$ cat src/rtl/sha256_msg_schedule.sv
// SHA-256 message schedule expander: accepts one padded 512-bit block and
// streams W[0..ROUNDS-1] one word per handshake beat, using a 16-word sliding window.
module sha256_msg_schedule #(
  parameter int unsigned ROUNDS = 64
) (
  input  logic         clk,
  input  logic         rst_n,
  input  logic         blk_valid,
  input  logic [511:0] blk_data,
  output logic         blk_ready,
  output logic         w_valid,
  input  logic         w_ready,
  output logic [31:0]  w_data,
  output logic [5:0]   w_idx,
  output logic         w_last,
  output logic         busy
);

  localparam int unsigned WORD_W = 32;
  localparam int unsigned IDX_W  = 6;
  localparam int unsigned WIN_N  = 16;
  localparam logic [IDX_W-1:0] LAST_IDX = IDX_W'(ROUNDS - 1);

  typedef enum logic {
    IDLE = 1'b0,
    EMIT = 1'b1
  } state_t;

  state_t              state_q, state_d;
  logic [WORD_W-1:0]   win_q [WIN_N];
  logic [WORD_W-1:0]   win_d [WIN_N];
  logic [IDX_W-1:0]    t_q, t_d;
  logic                last_q, last_d;

  function automatic logic [WORD_W-1:0] rotr(input logic [WORD_W-1:0] x,
                                             input int unsigned n);
    return (x >> n) | (x << (WORD_W - n));
  endfunction

  function automatic logic [WORD_W-1:0] sig0(input logic [WORD_W-1:0] x);
    return rotr(x, 7) ^ rotr(x, 18) ^ (x >> 3);
  endfunction

  function automatic logic [WORD_W-1:0] sig1(input logic [WORD_W-1:0] x);
    return rotr(x, 17) ^ rotr(x, 19) ^ (x >> 10);
  endfunction

  // Ready only while idle and not in reset; depends on registered state alone.
  assign blk_ready = (state_q == IDLE) && rst_n;

  // Outputs come straight from the state, window head, index and last flops.
  assign w_valid = (state_q == EMIT);
  assign busy    = (state_q == EMIT);
  assign w_data  = win_q[0];
  assign w_idx   = t_q;
  assign w_last  = last_q;

  // Next-state, window load/shift and index bookkeeping.
  always_comb begin
    state_d = state_q;
    t_d     = t_q;
    last_d  = last_q;
    win_d   = win_q;
    case (state_q)
      IDLE: begin
        if (blk_valid && blk_ready) begin
          state_d = EMIT;
          t_d     = '0;
          last_d  = (LAST_IDX == '0);
          for (int i = 0; i < int'(WIN_N); i++) begin
            win_d[i] = blk_data[(int'(WIN_N) - 1 - i) * int'(WORD_W) +: WORD_W];
          end
        end
      end
      EMIT: begin
        if (w_ready) begin
          for (int i = 0; i < int'(WIN_N) - 1; i++) begin
            win_d[i] = win_q[i+1];
          end
          win_d[WIN_N-1] = sig1(win_q[14]) + win_q[9] + sig0(win_q[1]) + win_q[0];
          if (last_q) begin
            state_d = IDLE;
            t_d     = '0;
            last_d  = 1'b0;
          end else begin
            t_d    = t_q + IDX_W'(1);
            last_d = (t_d == LAST_IDX);
          end
        end
      end
      default: begin
        state_d = IDLE;
      end
    endcase
  end

  // State and datapath registers; reset clears everything including the window.
  always_ff @(posedge clk) begin
    if (!rst_n) begin
      state_q <= IDLE;
      t_q     <= '0;
      last_q  <= 1'b0;
      for (int i = 0; i < int'(WIN_N); i++) begin
        win_q[i] <= '0;
      end
    end else begin
      state_q <= state_d;
      t_q     <= t_d;
      last_q  <= last_d;
      win_q   <= win_d;
    end
  end

endmodule

$ cat config.mk
export PLATFORM = sky130hd
export DESIGN_NAME = sha256_msg_schedule
export DESIGN_NICKNAME = d
export VERILOG_FILES = /design/src/rtl/sha256_msg_schedule.sv
export SDC_FILE = /design/constraint.sdc
export NUM_CORES = 1
export LEC_CHECK = 0
export CAP_MARGIN = 20
export CORE_MARGIN = 3
export CORE_UTILIZATION = 52
export CTS_CLUSTER_SIZE = 12
export DETAILED_ROUTE_END_ITERATION = 7
export GPL_TIMING_DRIVEN = 0
export PLACE_DENSITY = 0.81
export SETUP_SLACK_MARGIN = 0.02
export SLEW_MARGIN = 20
export SYNTH_ARGS = -nofsm -noshare
export SYNTH_HDL_FRONTEND = slang
export SYNTH_SLANG_ARGS = --single-unit
$ cat constraint.sdc
create_clock -name clk -period 4.4 [get_ports clk]
set_input_delay 0.44 -clock clk [delete_from_list [all_inputs] [get_ports clk]]
set_output_delay 0.44 -clock clk [all_outputs]
set_load 0.02 [all_outputs]
==> results_dict.tcl, run 1 <==
set metrics [dict create \
    status "complete, no violations" \
    synthArstFlopShare 0 \
    p_per_area_nw_per_um2 465 \
    min_path_cells 3 \
    vdd_drop_max_mv 0.401 \
    rsz0062_at_grt "no" \
    yosys_most_used_dff "dfxtp_1" \
    crit_type "register to register" \
    grt_remaining_overflow 0 \
    yosys_register_bits 520 \
    antenna_found_initial 17 \
    grt_pass1_vias 25200 \
    synth_area_um2 27400 \
    track_usage 0.368 \
    fillers 4201 \
    dp_cells 4208 \
    htreeDepth 2 \
    numCtsBuffers 54 \
    r2r-end "win_q[23]$_SDFFE_PN0P_" \
    syn_to_final_growth_pct 30.0 \
    coreArea_um2 51700 \
    vias 25600 \
    dpl.hpwl_um 85600 \
    final_common_cell "clkdlybuf4s50_1" \
    post-place-ws_ns -0.0107 \
    dieArea_um2 55500 \
    critPathRequiredTime_ns 4.89 \
    clk_latency_ns 0.64 \
    finalNonFillerCells 4305 \
    multi_input_area_um2 15100 \
    initial_utilization 0.530 \
    worst-endpoint-arrival_ns 4.75 \
    worstHoldPathType "input port to register" \
    holdWs_ns 0.447 \
    numPortBuffers 557 \
    drive_gt1_frac 0.0581 \
    final_util 0.689 \
    drv_cap 0 \
    hold_start "blk_data[309]" \
    worst_pin_slew_ns 0.931 \
    io_pins 558 \
    seq_area_um2 10400 \
    post-route-min-period_ns 4.26 \
    leakagePower_nw 13.8 \
    final_cell_mix "clkdlybuf4s50_1, nor2_1, dfxtp_1" \
    drt_wl_total_um 107000 \
    hold_buffers 0 \
    worstSetupStartpointType "register" \
    die_y_um 236 \
    clk_pin_slew_ns 0.06 \
    syn_nets 3582 \
    drtPass1Iterations 6 \
    wire_per_inst_um 24.8 \
    root_buffer "clkbuf_16" \
    vias_per_cell 5.95 \
    die_width_um 236 \
    fmax_mhz 235 \
    finalWorstSetupSlack_ns 0.144 \
    relSlewSlack 0.379 \
    drtIter0Drc 2872 \
    hold_end "win_q[309]$_SDFFE_PN0P_" \
    synth_edf_count 0 \
    fin_crit_sh 0.967 \
    hold_viol 0 \
    clkSinkCount 520 \
    post_cts_buffers 0 \
    grt_start_max_net_pins 16 \
    place.gp.congestion 1.03 \
    ant_nets 0 \
    synth_warnings 0 \
    grt_pass1_wl_um 155000 \
    cts_buffer_depth 3 \
    r2r_start "win_q[50]$_SDFFE_PN0P_" \
    skew_ns 0.0532 \
    drc 0 \
    drv_slew 0 \
    placementRows 83 \
    synth_area_per_cell_um2 9.22 \
    setup_violations 0 \
    r2r_slack_ns 0.14 \
    nets 4188 \
    cts_tree "yes" \
    crit_fanout 5 \
    end_kind "register" \
    ys_types 63 \
    syn_inst 2971 \
    rr_worst_depth 14 \
    seq_area_frac_synth 0.380 \
]
## how the worst max path moves through the flow
stage / startpoint / endpoint / slack, ns / depth (start not counted)
2_1_floorplan: win_q[50]$_SDFFE_PN0P_ / win_q[29]$_SDFFE_PN0P_ / 0.64 / 15
3_5_place_dp: win_q[50]$_SDFFE_PN0P_ / win_q[29]$_SDFFE_PN0P_ / -0.01 / 15
5_1_grt: win_q[50]$_SDFFE_PN0P_ / win_q[29]$_SDFFE_PN0P_ / 0.04 / 14
6_report: win_q[50]$_SDFFE_PN0P_ / win_q[23]$_SDFFE_PN0P_ / 0.14 / 14
3_3_place_gp: win_q[50]$_SDFFE_PN0P_ / win_q[29]$_SDFFE_PN0P_ / -0.03 / 15
4_1_cts: win_q[50]$_SDFFE_PN0P_ / win_q[23]$_SDFFE_PN0P_ / 0.08 / 14
## power by group
group	internal [mW]	switching, mW	total, mW
logic	2.57	3.74	6.31
clock network	2.70	1.95	4.64
registers	5.18	0.434	5.62
total	10.5	6.12	16.6
## cell families (layout without fill, tap and decap cells)
| kind of cell | Yosys count | after routing | synth area share |
|---|---|---|---|
| buf+inv | 439 | 1080 | 0.0688 |
| fa+ha+maj | 95 | 95 | 0.0604 |
| xor+xnor | 148 | 148 | 0.0473 |
| simple gates | 631 | 631 | 0.0927 |
| mux | 491 | 491 | 0.179 |
| compound gates | 647 | 647 | 0.171 |
| other cells | 0 | 13 | 0 |
| flops | 520 | 520 | 0.380 |
## cells in the mapped netlist (all sizes together), types with 2 or more instances
cell	n	share of area
buf	126	0.026
nand4	10	0.0023
nor2	517	0.071
nand3	17	0.0031
o221ai	3	0.00096
or3	4	0.00091
o21ai	36	0.0067
o22ai	5	0.0011
nand2b	4	0.00091
fa	62	0.045
nand3b	2	0.00055
nor2b	2	0.00046
ha	33	0.015
xnor2	92	0.029
nor3b	9	0.0025
dfxtp	520	0.38
clkbuf	185	0.025
a21boi	2	0.00055
mux2i	491	0.18
or2	2	0.00046
inv	128	0.018
o211ai	6	0.0016
nand2	40	0.0055
and2	4	0.0010
a211oi	489	0.13
o31ai	3	0.0013
a21o	9	0.0025
a31oi	7	0.0021
o41a	2	0.00082
a21oi	64	0.012
xor2	56	0.018
a221oi	8	0.0028
o21a	2	0.00055
and3	3	0.00069
nor4	3	0.00069
nor3	12	0.0022
## stage by stage
stage | TNS, ns | instance area, um2 | power (mW)
after global routing | 0 | 35600 | 17.3
final | 0 | 35600 | 16.6
after floorplan | 0 | 27400 | 9.66
after CTS | 0 | 35600 | 16.4
after detailed placement | -0.0107 | 33800 | 11.8
after global placement | -0.0304 | 33800 | 11.7
## sequential cells by signal, indices dropped and copies added, names as in the netlist
| name | count |
|---|---|
| w_last | 1 |
| win_q | 480 |
| w_idx | 6 |
| busy | 1 |
| w_data | 32 |
## metal layers
layer	global-route usage	wire length (um)	up-vias	share of wire
li1	-	-	11700	-
met1	0.489	42600	12200	0.40
met2	0.577	47900	1485	0.45
met3	0.0786	11000	274	0.10
met4	0.165	5450	6	0.051
met5	0	41	-	0.00038
## repair_timing
item / 4_1_cts / 5_1_grt
endpoints found under the setup margin: 2 / 4
endpoints found under the hold margin: 0 / 0
gates resized for setup: 0 / 3
## area by class of cell
type                       instances  area share
multi-input combinational       2012       0.424
clock inverter                     9     0.00450
sequential                       520       0.292
tap                              680      0.0239
inverter                         128      0.0135
buffer                           304      0.0387
timing repair buffer             557       0.157
antenna                           13    0.000914
clock buffer                      82      0.0454
## worst max-delay path: stages (launching register included)
cell and delay, ns:
dfxtp_2 0.46, xor2_1 0.19, xnor2_1 0.17, fa_1 0.45, inv_1 0.08, fa_1 0.41
ha_1 0.24, fa_1 0.46, a21o_1 0.19, and4_1 0.24, o21ai_1 0.24, nand3_1 0.12
a31oi_1 0.43, xor2_1 0.16, a221oi_1 0.27
Power figures use the tool's default switching activity.
==> run 2, diff against run 1 <==
Settings changed: SLEW_MARGIN 20 to 15.
==> results of run 2 <==
Final layout, timing and power as in run 1 (identical DEF).
==> RTL change 1, RTL diff (settings of run 1) <==
Take the reset off `t_q` and load it in a clocked block of its own.
--- a/src/rtl/sha256_msg_schedule.sv
+++ b/src/rtl/sha256_msg_schedule.sv
@@ -100,3 +100,2 @@
       state_q <= IDLE;
-      t_q     <= '0;
       last_q  <= 1'b0;
@@ -107,3 +106,2 @@
       state_q <= state_d;
-      t_q     <= t_d;
       last_q  <= last_d;
@@ -113,2 +111,6 @@
 
+  always_ff @(posedge clk) begin
+    t_q <= t_d;
+  end
+
 endmodule
Function: differs if rst_n is asserted again (counterexample within 4 cycles, from zero or initial values and one cycle with rst_n low); with rst_n held inactive, the same outputs for 4 cycles.
==> RTL change 1 against run 1 <==
  * Synthesized cell count fell by 0.81%
  * Hold slack improved by 12 ps
  * Largest cell class unchanged
  * Routed wire length is 0.24% lower
  * Area after synthesis is 0.72% lower
  * Worst setup slack better by 32 ps
  * Utilization about the same
  * Non-clock buffer count decreased by 11
  * Count of clock-buffer cells in the layout grew 2
  * Cell count fell by 0.26%
  * Power decreased by 0.97%
  * Sequential cell count stayed put
  * Cell area is 0.33% lower
  * Largest power group unchanged
  * Sequential power hardly changed
  * Global-route usage up 0.12 points
==> RTL change 1: results <==
metrics = {
    "run_status": {
        "status": "completed",
    },
    "power": {
        "p_leak_uw": 0.0136,
        "peakVddDrop_mv": 0.333,
        "swShare_pct": 36.4,
    },
    "finish": {
        "layout.nets": 4161,
        "final_cells": 4294,
        "drive_gt1_share_pct": 3.93,
        "fillers": 4208,
    },
    "hold_path": {
        "hp-start": "blk_data[88]",
        "hold_end": "win_q[88]",
        "hp-class": "input pin to register",
    },
    "synth": {
        "synth_compound_area_share_pct": 17.3,
        "synth_common_cells": "520 x nor2_1, 514 x dfxtp_1, 497 x a211oi_1, 487 x mux2i_1, 261 x clkbuf_1",
        "synthCells": 2947,
        "synthesis.nets": 3558,
        "synth_area_leaders": "dfxtp_1 38%, mux2i_1 18%, a211oi_1 14%",
        "synth_xor_area_share_pct": 4.70,
        "synth.area.mux_share_pct": 17.9,
        "synth-edff-count": 6,
        "ys_async_sr_fraction_pct": 0,
        "ys_seq_area_share_pct": 38.5,
        "synthAdderAreaFrac_pct": 6.08,
        "yosysUniqueCellTypes": 64,
    },
    "place": {
        "dp_hpwl_mm": 85.0,
        "place_inst": 4184,
        "gp_congestion": 0.989,
    },
    "grt": {
        "use_met1_pct": 49.6,
        "track_usage_pct": 36.9,
        "first_global_vias": 25000,
        "antenna_found_initial": 27,
        "use_met3_pct": 5.68,
    },
    "cts": {
        "post_cts_resized": 4,
        "clk_pin_slew_worst_paths_ps": 60,
        "clk-insertion-delay-late_ps": 620,
    },
    "worst_setup_path": {
        "rrSetupSlack_ps": 180,
        "crit_arrival_ps": 4780,
        "r2r_cells": 13,
        "reg2reg_from": "win_q[48]",
        "rr_endpoint": "win_q[28]",
    },
    "detailed_routing": {
        "drt-pass1-iter-count": 5,
        "wl_per_cell_um": 24.8,
        "wl_met1_mm": 43.6,
        "met2_length_mm": 48.9,
        "initialDrtViolationCount": 2768,
        "viasPerCell": 5.92,
        "dr_wl_met3_mm": 9.04,
    },
    "timing": {
        "slew_headroom_pct": 37.9,
    },
}
[RTL change 1: power groups by stage]
stage	clock network [µW]	registers, µW	logic (µW)
after detailed placement	0	5670	5830
after global placement	0	5660	5790
after floorplan	0	5500	3980
final	4670	5620	6110
after global routing	4860	5650	6610
after CTS	4660	5590	5880
[RTL change 1: area by class of cell]
class,instances,area [µm²],area share (%)
diodes,27,67.6,0.190
well taps,680,851,2.40
multi-input cells,1997,15100,42.4
clock inverters,9,176,0.497
repair buffers,557,5580,15.7
flip-flops and latches,520,10500,29.5
inverters,127,477,1.34
plain buffers,293,1230,3.46
clock buffers,84,1580,4.46
[RTL change 1: through the flow]
step / setup WS (ps) / hold WS, ps / util [%]
finish: 176 / 459 / 68.9
global route: 20.9 / 479 / 68.9
floorplan: 462 / 432 / -
global placement: -381 / 452 / 65.3
CTS: 3.63 / 441 / 68.7
detailed placement: -404 / 460 / 65.3
[RTL change 1: how the worst max path moves through the flow]
stage	cells past startpoint	slack [ps]	start	to
2_1_floorplan	15	460	win_q[50]	win_q[27]
3_3_place_gp	15	-380	win_q[50]	win_q[23]
3_5_place_dp	15	-400	win_q[50]	win_q[23]
4_1_cts	14	4	win_q[52]	win_q[23]
5_1_grt	13	20	win_q[54]	win_q[28]
6_report	13	180	win_q[48]	win_q[28]
[RTL change 1: cell families after synthesis]
family,after synthesis
AO/OA/AOI/OAI,648
XOR/XNOR,146
adder cells (fa/ha/maj),95
buffers and inverters,430
flip-flops,520
multiplexers,487
AND/OR/NAND/NOR,621
[RTL change 1: worst max-delay path, stage by stage, from the launching register on]
cell	delay [ps]
dfxtp_1	320
clkbuf_1	420
xnor2_1	230
fa_1	420
fa_1	510
inv_1	40
ha_1	340
a211oi_1	240
o21bai_1	130
a21o_1	190
a221o_1	470
and3_1	240
or4_1	500
nand3_1	100
==> RTL change 2, RTL diff (flow settings as in run 1) <==
Made on the original files. `ROUNDS`: 64 -> 48.
--- a/src/rtl/sha256_msg_schedule.sv
+++ b/src/rtl/sha256_msg_schedule.sv
@@ -3,3 +3,3 @@
 module sha256_msg_schedule #(
-  parameter int unsigned ROUNDS = 64
+  parameter int unsigned ROUNDS = 48
 ) (
Function: no difference found for any inputs over 4 cycles, from zero or initial values and one cycle with rst_n low; that may be too few to reach the edited logic, so the function may still have changed.
==> RTL change 2 against run 1 <==
  * Cell area barely moved
  * Clock power fell by 2%
  * Cell count rose by 0.28%
  * Area after synthesis barely moved
  * Hold slack improved by 11 ps
  * Largest cell class unchanged
  * Power fell by 0.28%
  * Utilization barely moved
  * Critical path depth did not move
  * Routed wire length rose by 0.87%
  * Sequential cell count did not move
  * Highest routed layer unchanged
  * Worst setup slack improved by 28 ps
==> RTL change 2: results <==
metrics = {
    "run_status": {
        "status": "completed",
    },
    "place": {
        "placed_cell_area_um2": 33800,
        "dpl_worst_slack_ps": -99.8,
    },
    "power": {
        "switchingPower_uw": 6200,
    },
    "synth": {
        "synth_common_cells": "520 x dfxtp_1, 518 x nor2_1, 491 x mux2i_1, 489 x a211oi_1, 183 x clkbuf_1",
        "synth_xor_area_share_pct": 4.73,
        "ys_seq_area_share_pct": 38.0,
        "synth.area.mux_share_pct": 17.9,
        "synthAdderAreaFrac_pct": 6.04,
        "synth_compound_area_share_pct": 17.1,
        "synthCells": 2972,
    },
    "worst_setup_path": {
        "critical_path.slowest_cell": "fa_1",
        "rrSetupSlack_ps": 170,
        "crit_arrival_ps": 4690,
    },
    "cts": {
        "post_cts_resized": 1,
    },
    "grt": {
        "grt_pass1_wl_mm": 157,
        "use_met3_pct": 9.14,
        "track_usage_pct": 37.3,
        "grt_util_met2_pct": 57.7,
        "first_global_vias": 25000,
    },
    "timing": {
        "whs_ps": 458,
        "clock_skew_ps": 21.7,
        "setup_slack_ps": 172,
    },
    "detailed_routing": {
        "viasPerCell": 5.94,
        "wl_per_cell_um": 25.0,
        "vias": 25600,
        "wl_met1_mm": 42.9,
        "initialDrtViolationCount": 2546,
    },
    "finish": {
        "clock_area_share_pct": 4.80,
        "multiInputGateArea_um2": 15100,
        "antenna_cells": 24,
        "seq_share_pct": 29.3,
    },
}
## RTL change 2: changes by cell type in the layout (fill, tap and decap cells not counted), moves of 3 or more
| cell | change |
|---|---|
| diode_2 | +11 |
| clkbuf_8 | -3 |
| clkinv_2 | +6 |
| clkbuf_1 | -3 |
| buf_2 | +3 |
## RTL change 2: power groups by stage
| stage | combinational (µW) | sequential (µW) | clock, µW |
|---|---|---|---|
| 2_1_floorplan | 4180 | 5480 | 0 |
| 3_5_place_dp | 6190 | 5690 | 0 |
| 5_1_grt | 6870 | 5660 | 4720 |
| 3_3_place_gp | 6130 | 5680 | 0 |
| 4_1_cts | 6240 | 5590 | 4530 |
| 6_report | 6350 | 5630 | 4540 |
## RTL change 2: worst reg2reg max path: cells and delay by family (launching register included)
family,cells,cell delay [ps]
buffers and inverters,1,80
AO/OA/AOI/OAI,4,890
AND/OR/NAND/NOR,2,450
flip-flops,1,450
adder cells (fa/ha/maj),4,1590
XOR/XNOR,3,650
